[src/rtl/controller_event_gen.sv]
// NES controller event generator: per-button debounce, press/release pulses,
// pending-slot arbiter and a FWFT event FIFO. The release pulse port is named
// `released` because `release` is a reserved word. Auto-repeat of direction
// buttons is compiled in only when CTRL_AUTOREPEAT_EN is defined.

module controller_event_gen_lane #(
  parameter logic [15:0] DEB_CYCLES = 16'd54000
) (
  input  logic clock,
  input  logic reset,
  input  logic sample,
  output logic held,
  output logic press,
  output logic released,
  output logic rise,
  output logic fall
);
  logic [15:0] cnt;
  logic        flip;

  // rise/fall are combinational so the pending slot is set on the same edge as held
  assign flip = (sample != held) && (cnt == DEB_CYCLES - 16'd1);
  assign rise = flip & sample;
  assign fall = flip & ~sample;

  always_ff @(posedge clock) begin
    if (reset) begin
      cnt      <= '0;
      held     <= 1'b0;
      press    <= 1'b0;
      released <= 1'b0;
    end else begin
      press    <= rise;
      released <= fall;
      if (sample == held || flip) cnt <= '0;
      else                        cnt <= cnt + 16'd1;
      if (flip) held <= sample;
    end
  end
endmodule

module controller_event_gen #(
  parameter logic [15:0] DEB_CYCLES   = 16'd54000,
  parameter logic [23:0] REPEAT_DELAY = 24'd13500000,
  parameter logic [23:0] REPEAT_RATE  = 24'd2700000,
  parameter logic [7:0]  REPEAT_MASK  = 8'hF0,
  parameter int          FIFO_DEPTH   = 4
) (
  input  logic       clock,
  input  logic       reset,
  input  logic [7:0] plyr_input,
  output logic [7:0] held,
  output logic [7:0] press,
  output logic [7:0] released,
  output logic       evt_valid,
  input  logic       evt_ready,
  output logic [4:0] evt_data,
  output logic       evt_overflow
);
  localparam int            AW   = $clog2(FIFO_DEPTH);
  localparam logic [AW:0]   FULL = (AW+1)'(FIFO_DEPTH);

  logic [7:0]    sample, rise, fall, edge_now;
  logic [7:0]    pend_vld, pend_rel, gnt;
  logic          wr_en, rd, can_wr;
  logic [4:0]    wr_data;
  logic [4:0]    mem [FIFO_DEPTH];
  logic [AW-1:0] wr_ptr, rd_ptr, rd_ptr_n;
  logic [AW:0]   count, left;

`ifdef CTRL_AUTOREPEAT_EN
  logic        rpt_on, rpt_vld, rpt_gnt;
  logic [2:0]  rpt_idx, rpt_slot_idx, mrise_idx;
  logic [23:0] rpt_tmr;
  logic [7:0]  mrise;
`else
  logic unused_repeat_cfg;
  assign unused_repeat_cfg = ^{REPEAT_DELAY, REPEAT_RATE, REPEAT_MASK};
`endif

  always_ff @(posedge clock) begin
    if (reset) sample <= '0;
    else       sample <= plyr_input;
  end

  for (genvar g = 0; g < 8; g++) begin : g_lane
    controller_event_gen_lane #(.DEB_CYCLES(DEB_CYCLES)) u_lane (
      .clock    (clock),
      .reset    (reset),
      .sample   (sample[g]),
      .held     (held[g]),
      .press    (press[g]),
      .released (released[g]),
      .rise     (rise[g]),
      .fall     (fall[g])
    );
  end

  assign edge_now = rise | fall;

  // A slot granted this cycle is free to take a new edge on the same edge
  always_ff @(posedge clock) begin
    if (reset) begin
      pend_vld     <= '0;
      pend_rel     <= '0;
      evt_overflow <= 1'b0;
    end else begin
      for (int i = 0; i < 8; i++) begin
        if (edge_now[i]) begin
          if (pend_vld[i] && !gnt[i]) begin
            evt_overflow <= 1'b1;
          end else begin
            pend_vld[i] <= 1'b1;
            pend_rel[i] <= fall[i];
          end
        end else if (gnt[i]) begin
          pend_vld[i] <= 1'b0;
        end
      end
    end
  end

  assign rd     = evt_valid & evt_ready;
  assign can_wr = (count != FULL) || rd;

  always_comb begin
    gnt     = '0;
    wr_en   = 1'b0;
    wr_data = '0;
`ifdef CTRL_AUTOREPEAT_EN
    rpt_gnt = 1'b0;
`endif
    if (can_wr) begin
      for (int i = 7; i >= 0; i--) begin
        if (pend_vld[i] && !wr_en) begin
          gnt[i]  = 1'b1;
          wr_en   = 1'b1;
          wr_data = {pend_rel[i] ? 2'b10 : 2'b01, 3'(i)};
        end
      end
`ifdef CTRL_AUTOREPEAT_EN
      if (!wr_en && rpt_vld) begin
        rpt_gnt = 1'b1;
        wr_en   = 1'b1;
        wr_data = {2'b11, rpt_slot_idx};
      end
`endif
    end
  end

`ifdef CTRL_AUTOREPEAT_EN
  assign mrise = rise & REPEAT_MASK;

  always_comb begin
    mrise_idx = '0;
    for (int i = 0; i < 8; i++)
      if (mrise[i]) mrise_idx = 3'(i);
  end

  // Later assignments win: a new masked press overrides a same-cycle release
  always_ff @(posedge clock) begin
    if (reset) begin
      rpt_on       <= 1'b0;
      rpt_vld      <= 1'b0;
      rpt_idx      <= '0;
      rpt_slot_idx <= '0;
      rpt_tmr      <= '0;
    end else begin
      if (rpt_gnt) rpt_vld <= 1'b0;
      if (rpt_on) begin
        if (rpt_tmr <= 24'd1) begin
          rpt_tmr <= REPEAT_RATE;
          if (!rpt_vld || rpt_gnt) begin
            rpt_vld      <= 1'b1;
            rpt_slot_idx <= rpt_idx;
          end
        end else begin
          rpt_tmr <= rpt_tmr - 24'd1;
        end
        if (fall[rpt_idx]) begin
          rpt_on  <= 1'b0;
          rpt_vld <= 1'b0;
        end
      end
      if (mrise != '0) begin
        rpt_on  <= 1'b1;
        rpt_idx <= mrise_idx;
        rpt_tmr <= REPEAT_DELAY;
      end
    end
  end
`endif

  // Output register shows entries present before this edge, so a write is
  // visible one cycle later and a pop never re-presents the same entry.
  assign rd_ptr_n = rd_ptr + AW'(rd);
  assign left     = count - (AW+1)'(rd);

  always_ff @(posedge clock) begin
    if (wr_en) mem[wr_ptr] <= wr_data;
  end

  always_ff @(posedge clock) begin
    if (reset) begin
      wr_ptr    <= '0;
      rd_ptr    <= '0;
      count     <= '0;
      evt_valid <= 1'b0;
      evt_data  <= '0;
    end else begin
      if (wr_en) wr_ptr <= wr_ptr + AW'(1);
      rd_ptr    <= rd_ptr_n;
      count     <= left + (AW+1)'(wr_en);
      evt_valid <= (left != '0);
      evt_data  <= (left != '0) ? mem[rd_ptr_n] : '0;
    end
  end
endmodule
[config.mk]
export PLATFORM = sky130hd
export DESIGN_NAME = controller_event_gen
export DESIGN_NICKNAME = d
export VERILOG_FILES = /design/src/rtl/controller_event_gen.sv
export SDC_FILE = /design/constraint.sdc
export NUM_CORES = 1
export LEC_CHECK = 0
export CORE_MARGIN = 2
export CORE_UTILIZATION = 40
export CTS_CLUSTER_SIZE = 20
export DETAILED_ROUTE_END_ITERATION = 6
export GPL_ROUTABILITY_DRIVEN = 0
export SYNTH_ARGS = -nofsm -noshare
export SYNTH_HDL_FRONTEND = slang
export SYNTH_SLANG_ARGS = --single-unit
[constraint.sdc]
create_clock -name clock -period 7.2 [get_ports clock]
set_clock_uncertainty 0.2 [all_clocks]
set_input_delay 1.08 -clock clock [delete_from_list [all_inputs] [get_ports clock]]
set_output_delay 1.08 -clock clock [all_outputs]
set_load 0.005 [all_outputs]
# [Yosys cells after proc, flatten, opt, wreduce, memory -nomap -nowiden]
# Memory sizes are Yosys's and may differ from the RTL's. A register that Yosys moved wholly into a read port is not among the register bits.
# Index checks and enable logic that the tools add are counted.
[classes] eq_ne=33 bitwise=35 addsub=12 n_reduce_logical=81 mux=84
[ops] cell="$add 16x1->16 const B" n=8
[ops] cell="$eq 16x16->1 const B" n=8
[ops] cell="$mux 1" n=66
[ops] cell="$mux 5" n=9
[ops] cell="$reduce_and 2->1" n=16
[ops] cell="$logic_and 1x1->1" n=23
[ops] cell="$reduce_or 2->1" n=9
[ops] cell="$and 1x1->1" n=17
[ops] cell="$not 1->1" n=17
[ops] cell="$mux 2" n=8
[ops] cell="$ne 2x2->1 const B" n=8
[ops] cell="$reduce_bool 2->1" n=8
[ops] cell="$logic_not 1->1" n=15
[ops] cell="$logic_or 1x1->1" n=9
[ops] cell="$eq 1x1->1" n=8
[ops] cell="$mux 8" n=1
[ops] cell="$ne 1x1->1" n=8
[ops] cell="$or 8x8->8" n=1
[ops] cell="$add 3x1->3" n=1
[ops] cell="$ne 3x3->1 const B" n=1
[ops] cell="$reduce_bool 3->1" n=1
[ops] cell="$sub 3x1->3" n=1
[ops] cell="$add 2x1->2" n=1
[ops] cell="$add 2x1->2 const B" n=1
[word_totals] ramBits=20 memories=1 reg_bits=185 output_inout_bits=31 word_cells=300 input_bits=11
[mem_list] memory="mem" depth=4 width=5 rd=1 rd_ports_with_merged_regs=1 write_ports=1 line="67" rtl="logic [4:0] mem [FIFO_DEPTH];"

# [Logic depth before layout (Yosys ltp)]
# Gate-level depths: netlist of the first run.
[logic_depth] depth_word=50 depth_mapped=8 mapped_depth_nobuf=8

# [Cells and area by module]
# Synthesis of the first run repeated with hierarchy kept, for this count alone.
[unflattened] hier_cells=976 hier_area_um2=9225.1
[by_module_without_submodules] module="controller_event_gen_lane (g_lane[0].u_lane ...)" n_inst=7 cells_each=95 area_per_inst_um2=853.3 seq_area_each_um2=380.4
[by_module_without_submodules] module="controller_event_gen" n_inst=1 cells_each=214 area_per_inst_um2=2418.6 seq_area_each_um2=1361.3
[by_module_without_submodules] module="controller_event_gen_lane (g_lane[7].u_lane)" n_inst=1 cells_each=97 area_per_inst_um2=833.3 seq_area_each_um2=380.4

# [Worst setup path after synthesis of the first run]
# Ideal clock, no wire load.
[synth_path] path_type="in2reg" start="input evt_ready" end="register count[1]" t_arrival_ns=2.667 path_stages=7 path_slack_ns=4.206 n_path_buf=0 required_ns=6.872 setup_ns=0.128 path_cell_list="nand2_1 inv_1 nor3_1 a21oi_1 ha_1 ha_1 nor2b_1"
[synth_between] elab_chain_cells=4 elab_cells_between_ends=5 classes_between="add/sub: 2; mux: 1; bitwise: 1; reduce/logical: 1"
[synth_lines] item="start: declaration" line="56" rtl="input logic evt_ready,"
[synth_lines] item="$and 1x1->1" line="123" rtl="assign rd = evt_valid & evt_ready;"
[synth_lines] item="$logic_or 1x1->1" line="124" rtl="assign can_wr = (count != FULL) || rd;"
[synth_lines] item="$mux 1" line="133" rtl="if (can_wr) begin"
[synth_lines] item="named net wr_en" line="65" rtl="logic wr_en, rd, can_wr;"
[synth_lines] item="$add 3x1->3" line="213" rtl="count <= left + (AW+1)'(wr_en);"
[synth_lines] item="end signal: assignment" line="213"
[synth_lines] item="end: declaration" line="69" rtl="logic [AW:0] count, left;"
# The timed path passes the listed nets, and every way through them passes these cells.
# A chain may end at the register's enable or synchronous reset.

# [Final worst setup path of the first run]
# Ends and elaborated chain as after synthesis.

==> results of run 1 <==
-- registers in the layout, indices dropped and copies added, names as in the netlist, 2 cells and up --
signal / flops
g_lane.u_lane.cnt: 128
mem: 20
g_lane.u_lane.held: 8
g_lane.u_lane.press: 8
g_lane.u_lane.released: 8
pend_rel: 8
pend_vld: 8
sample: 8
evt_data: 5
count: 3
rd_ptr: 2
wr_ptr: 2
-- cell type report --
type / instances / area, um2
Timing Repair Buffer: 42 / 413
Tap cell: 285 / 357
Multi-Input combinational cell: 671 / 4300
Sequential cell: 210 / 4400
Clock inverter: 9 / 120
Fill cell: 2130 / 12100
Clock buffer: 35 / 703
Inverter: 28 / 105
-- power by group through the flow --
stage               Sequential, mW  Clock (mW)  Combinational, mW
global placement              1.24           0              0.127
CTS                           1.21        1.28              0.130
detailed placement            1.24           0              0.130
floorplan                     1.24           0             0.0829
global route                  1.22        1.33              0.146
finish                        1.21        1.25              0.128
-- metrics by stage --
step | instance area, um2 | std cells | power (mW)
finish | 10400 | 1280 | 2.59
global route | 10400 | 1280 | 2.69
global placement | 9580 | 1236 | 1.37
floorplan | 9100 | 958 | 1.32
detailed placement | 9580 | 1236 | 1.37
CTS | 10400 | 1280 | 2.63
-- routing by layer --
metal	part of all wire	vias up	global-route usage
met5	0	-	0
met4	0.024	0	0.0485
met3	0.037	28	0.0283
met2	0.42	67	0.217
met1	0.52	2911	0.205
li1	-	3336	-
-- worst paths after layout --
check | cells past startpoint | slack (ns) | end
max | 8 | 3.81 | count[1]
min | 1 | 0.24 | g_lane[7].u_lane.cnt[0]
max reg2reg | 7 | 4.47 | count[1]
min reg2reg | 1 | 0.24 | g_lane[7].u_lane.cnt[0]
-- kinds of logic (layout without fill, tap and decap cells) --
logic type	after synthesis	after routing	share of synthesized area
AOI/OAI and AO/OA	73	73	0.0490
adders and majority gates	17	17	0.0234
muxes	13	13	0.0212
and+or+nand+nor	451	451	0.266
DFF	210	210	0.484
buffers and inverters	77	114	0.0439
xor gates and xnor gates	117	117	0.113
-- worst reg2reg max path, stage by stage (launching register included) --
cell and delay [ns]:
dfxtp_1 0.31, nand2_1 0.18, inv_1 0.15, nor3_1 0.75
a21oi_1 0.33, ha_1 0.31, ha_1 0.26, nor2b_1 0.12
-- layout by cell type (no fill, tap or decap), types with 3 or more instances in the layout --
master           instances
a2111oi_0                3
a21oi_1                 31
a31oi_1                  3
and2_1                   8
and3_1                  27
and4_1                  15
and4b_1                  3
bufinv_16                3
clkbuf_1                 6
clkbuf_16               25
clkbuf_8                 4
clkdlybuf4s50_1         40
clkinv_2                 6
dfxtp_1                190
edfxtp_1                20
ha_1                    17
inv_1                   28
mux2i_1                  8
mux4_2                   5
nand2_1                 50
nand2b_1                 7
nand3_1                 38
nand3b_1                 4
nand4_1                 34
nand4b_1                 6
nor2_1                 160
nor2b_1                 25
nor3_1                  12
nor3b_1                 11
nor4_1                   9
nor4b_1                  6
nor4bb_1                 7
o21ai_0                 17
o31ai_1                  3
or2_2                    4
or3_1                   13
xnor2_1                 45
xor2_1                  72
==> metrics.md, run 1 <==
| Metric | Value |
|---|---|
| Pwr dens | 249 nW/um2 |
| CTS tree | built |
| Vias post-DR | 6342 |
| CP cell instances | clkdlybuf4s50_1 -> nand2_1 -> inv_1 -> nor3_1 -> a21oi_1 -> ha_1 -> ha_1 -> nor2b_1 |
| Distinct cells, synth | 59 |
| Total wire length | 16.7 mm |
| CP Max Fanout | 9 |
| Critical setup path kind | primary input to flop |
| RSZ-0062 raised after global routing | no |
| Synth Instances | 958 |
| Share of layout cells above drive strength 1 | 0.0583 |
| Drt wl/cell | 13.1 um |
| Post-DP HPWL | 11.5 mm |
| Hold Buf Count CTS | 0 |
| Clock root cell | clkbuf_16 |
| YS warnings | 0 |
| Tmin final | 3.39 ns |
| CP most frequent cell | ha_1 |
| Die ar. | 24000 um2 |
| Pins Over Slew Limit | 0 |
| Top cells by area, synth | dfxtp_1 42%, xor2_1 6.9%, edfxtp_1 6.6% |
| Clk network pwr share | 0.482 |
| Avg Vias per Cell | 4.95 |
| Dpl ws | 3.25 ns |
| Peak supply drop | 145 uV |
| Arrival @ worst endpoint | 3.57 ns |
| Post-cts resize count | 0 |
| P_sw | 0.542 mW |
| Sum of negative setup slack | 0 ns |
| Post-synth top cells | 190 x dfxtp_1, 160 x nor2_1, 72 x xor2_1 |
| Fmax | 295 MHz |
| Clk sinks | 210 |
| Clk buf depth | 3 |
| Post-synthesis sequential area ratio | 0.484 |
| Largest net degree at the start of global routing | 39 |
| Fin crit share | 0.471 |
| Reg power frac | 0.469 |
| CP endpoint kind | flop |
| Drt pass-1 iters | 7 |
| FP Rows | 55 |
| Post-synth design cell area | 9100 um2 |
| Clock Latency Late Sink | 0.51 ns |
| Die Y | 155 um |
| Drt drc | 0 |
| Total global routing overflow | 0 |
| Remaining antenna violation count | 0 |
| Vias in the first global route | 6046 |
| Status | finished, final reports clean |
| Buffers plus inverters on the worst setup path | 2 |
| Die width | 155 um |
| CP startpoint kind | primary input |
| EDFF count, synth | 20 |
| Initial Util | 0.404 |
| Final net count | 1005 |
| Worst Max-Slew Pin Slew | 0.902 ns |
| Worst hold slack | 0.244 ns |
| Worst min-delay path class | flop to flop |
| P&R area growth vs syn | 14.3% |
| Antenna diodes | 0 |
| HP Start | g_lane[7].u_lane.cnt[0] |
| Fin util | 0.462 |
| CTS Buf Count | 24 |
| CP startpoint | evt_ready |
| Post-synth top area share | 0.418 |
| Delay-heaviest family, CP | simple AND/OR/NAND/NOR gates |
| Core area | 22500 um2 |
| Slack of the critical path | 3.81 ns |
| Slew HR | 0.394 |
| CP peak stage delay | 0.75 ns |
| Hold Vio Cnt, Final | 0 |
| Top-count cell post-synth | dfxtp_1 |
| Predominant post-synthesis flop cell | dfxtp_1 |
| Synth Area per Inst | 9.50 um2 |
| GRT Total Usage | 0.144 |
| Post-Syn Nets | 986 |
| Combinational power share | 0.049 |
| Final setup violation count | 0 |
| RR Startpoint | evt_valid |
| FF+latch count, synth | 210 |
| CTS clk-pin slew, worst paths | 0.06 ns |
| Synth area leader | dfxtp_1 |
| Internal Power | 2.05 mW |
| Setup bufs post-CTS | 0 |
| Port Buffer Count | 41 |
| Initial antenna violation count | 0 |
| Sw frac | 0.209 |
| DR iter-0 viols | 261 |
| Worst EP required | 7.38 ns |
| Post-synthesis async set-or-reset flop share | 0 |
| CTS HTree Levels | 1 |
| Global-route wire length before repair | 29.2 mm |
| Boundary pin count | 42 |
| Critical path's slowest cell | nor3_1 |
| Leakage | 3.56 nW |
| Max-cap viol count | 0 |
No activity file was read; power rests on OpenSTA's default activity.
==> inputs of run 2 (changes only) <==
==> constraint.sdc (replaced) <==
create_clock -name clock -period 3.3 [get_ports clock]
set_clock_uncertainty 0.2 [all_clocks]
set_input_delay 0.495 -clock clock [delete_from_list [all_inputs] [get_ports clock]]
set_output_delay 0.495 -clock clock [all_outputs]
set_load 0.005 [all_outputs]
==> metrics.md, run 2 (same netlist as run 1, synthesis figures left out) <==
| Metric | Value |
|---|---|
| Port Buffer Count | 41 |
| Hold Vio Cnt, Final | 0 |
| Clk buf depth | 3 |
| Worst min-delay path class | flop to flop |
| Dpl ws | 0.568 ns |
| Avg Vias per Cell | 5.01 |
| CP startpoint kind | flop |
| Most frequent cells in the layout | 190 x dfxtp_1, 160 x nor2_1, 72 x xor2_1 |
| Fin crit share | 0.768 |
| Initial Util | 0.404 |
| Max-cap viol count | 0 |
| DR iter-0 viols | 340 |
| Clock Latency Late Sink | 0.50 ns |
| CP cell instances | or4_1 -> nor4_4 -> a21oi_1 -> buf_4 -> ha_1 -> ha_1 -> nor2b_1 |
| Core area | 22500 um2 |
| Boundary pin count | 42 |
| Finished Cell Area | 10400 um2 |
| Fmax | 395 MHz |
| RSZ-0062 raised after global routing | no |
| Design Power | 5.42 mW |
| Hold depth | 1 |
| Clock root cell | clkbuf_16 |
| Critical path's slowest cell | or4_1 |
| Antenna diodes | 0 |
| Leading registers by flop count | g_lane.u_lane.cnt (128), mem (20) |
| Dpl cells | 1238 |
| CP endpoint kind | flop |
| Delay-heaviest family, CP | simple AND/OR/NAND/NOR gates |
| Final net count | 1007 |
| Post-DP HPWL | 11.6 mm |
| Drt drc | 0 |
| CTS tree | built |
| Pins Over Slew Limit | 0 |
| Arrival @ worst endpoint | 2.73 ns |
| Sum of negative setup slack | 0 ns |
| Global-route wire length before repair | 28.7 mm |
| Buffers plus inverters on the worst setup path | 1 |
| Max reg flops | 128 |
| Most common cell after layout, fill and taps aside | dfxtp_1 |
| Remaining antenna violation count | 0 |
| Die width | 155 um |
| Drt pass-1 iters | 4 |
| Final setup violation count | 0 |
| Hold Buf Count CTS | 0 |
| Final non-filler cell total | 1282 |
| Total wire length | 16.7 mm |
| Peak supply drop | 294 uV |
| CP most frequent cell | ha_1 |
| Largest net degree at the start of global routing | 33 |
| Pwr dens | 523 nW/um2 |
| CP peak stage delay | 0.63 ns |
| Share of layout cells above drive strength 1 | 0.0592 |
| Vias in the first global route | 6084 |
| CTS Buf Count | 24 |
| Initial antenna violation count | 0 |
| Post-cts resize count | 0 |
| Setup bufs post-CTS | 0 |
| Worst-case reg-to-reg path depth | 7 |
| CTS clk-pin slew, worst paths | 0.06 ns |
| Clk sinks | 210 |
| CP Max Fanout | 12 |
| Die Y | 155 um |
| Worst hold slack | 0.245 ns |
| Slack of the critical path | 0.766 ns |
| Drt wl/cell | 13.0 um |
| Worst EP required | 3.50 ns |
| P&R area growth vs syn | 13.9% |
| Die ar. | 24000 um2 |
| CTS HTree Levels | 1 |
| Tmin final | 2.53 ns |
| Worst Max-Slew Pin Slew | 0.686 ns |
| Largest Register | g_lane.u_lane.cnt |
| Critical setup path kind | flop to flop |
| Total global routing overflow | 0 |
| Status | finished, final reports clean |
| Post-DP Area | 9600 um2 |
| Leakage | 3.54 nW |
| Vias post-DR | 6422 |
| FP Rows | 55 |
| Critical Path Stages | 7 |
| Fin util | 0.461 |
| Slew HR | 0.538 |
| GRT Total Usage | 0.141 |
[run 2: layer usage]
layer,vias to the layer above,share of wire,track usage
li1,3333,-,-
met1,2979,0.50,0.193
met2,80,0.44,0.229
met3,30,0.039,0.0289
met4,0,0.021,0.0397
met5,-,0,0
[run 2: layout make-up]
class	count	area, um2
Tap cell	285	357
Clock buffer	37	721
Clock inverter	7	40.0
Timing Repair Buffer	44	440
Fill cell	2179	12100
Inverter	28	105
Sequential cell	210	4400
Multi-Input combinational cell	671	4300
[run 2: worst paths after layout]
kind	slack [ns]	endpoint	start
setup / recovery	0.77	count[1]	pend_vld[7]
hold / removal	0.24	g_lane[7].u_lane.cnt[0]	g_lane[7].u_lane.cnt[0]
setup reg to reg	0.77	count[1]	pend_vld[7]
hold reg to reg	0.24	g_lane[7].u_lane.cnt[0]	g_lane[7].u_lane.cnt[0]
[run 2: report_power, final]
group          internal [mW]  switching (mW)
clock network           1.50           0.990
logic                  0.143           0.143
registers               2.62          0.0278
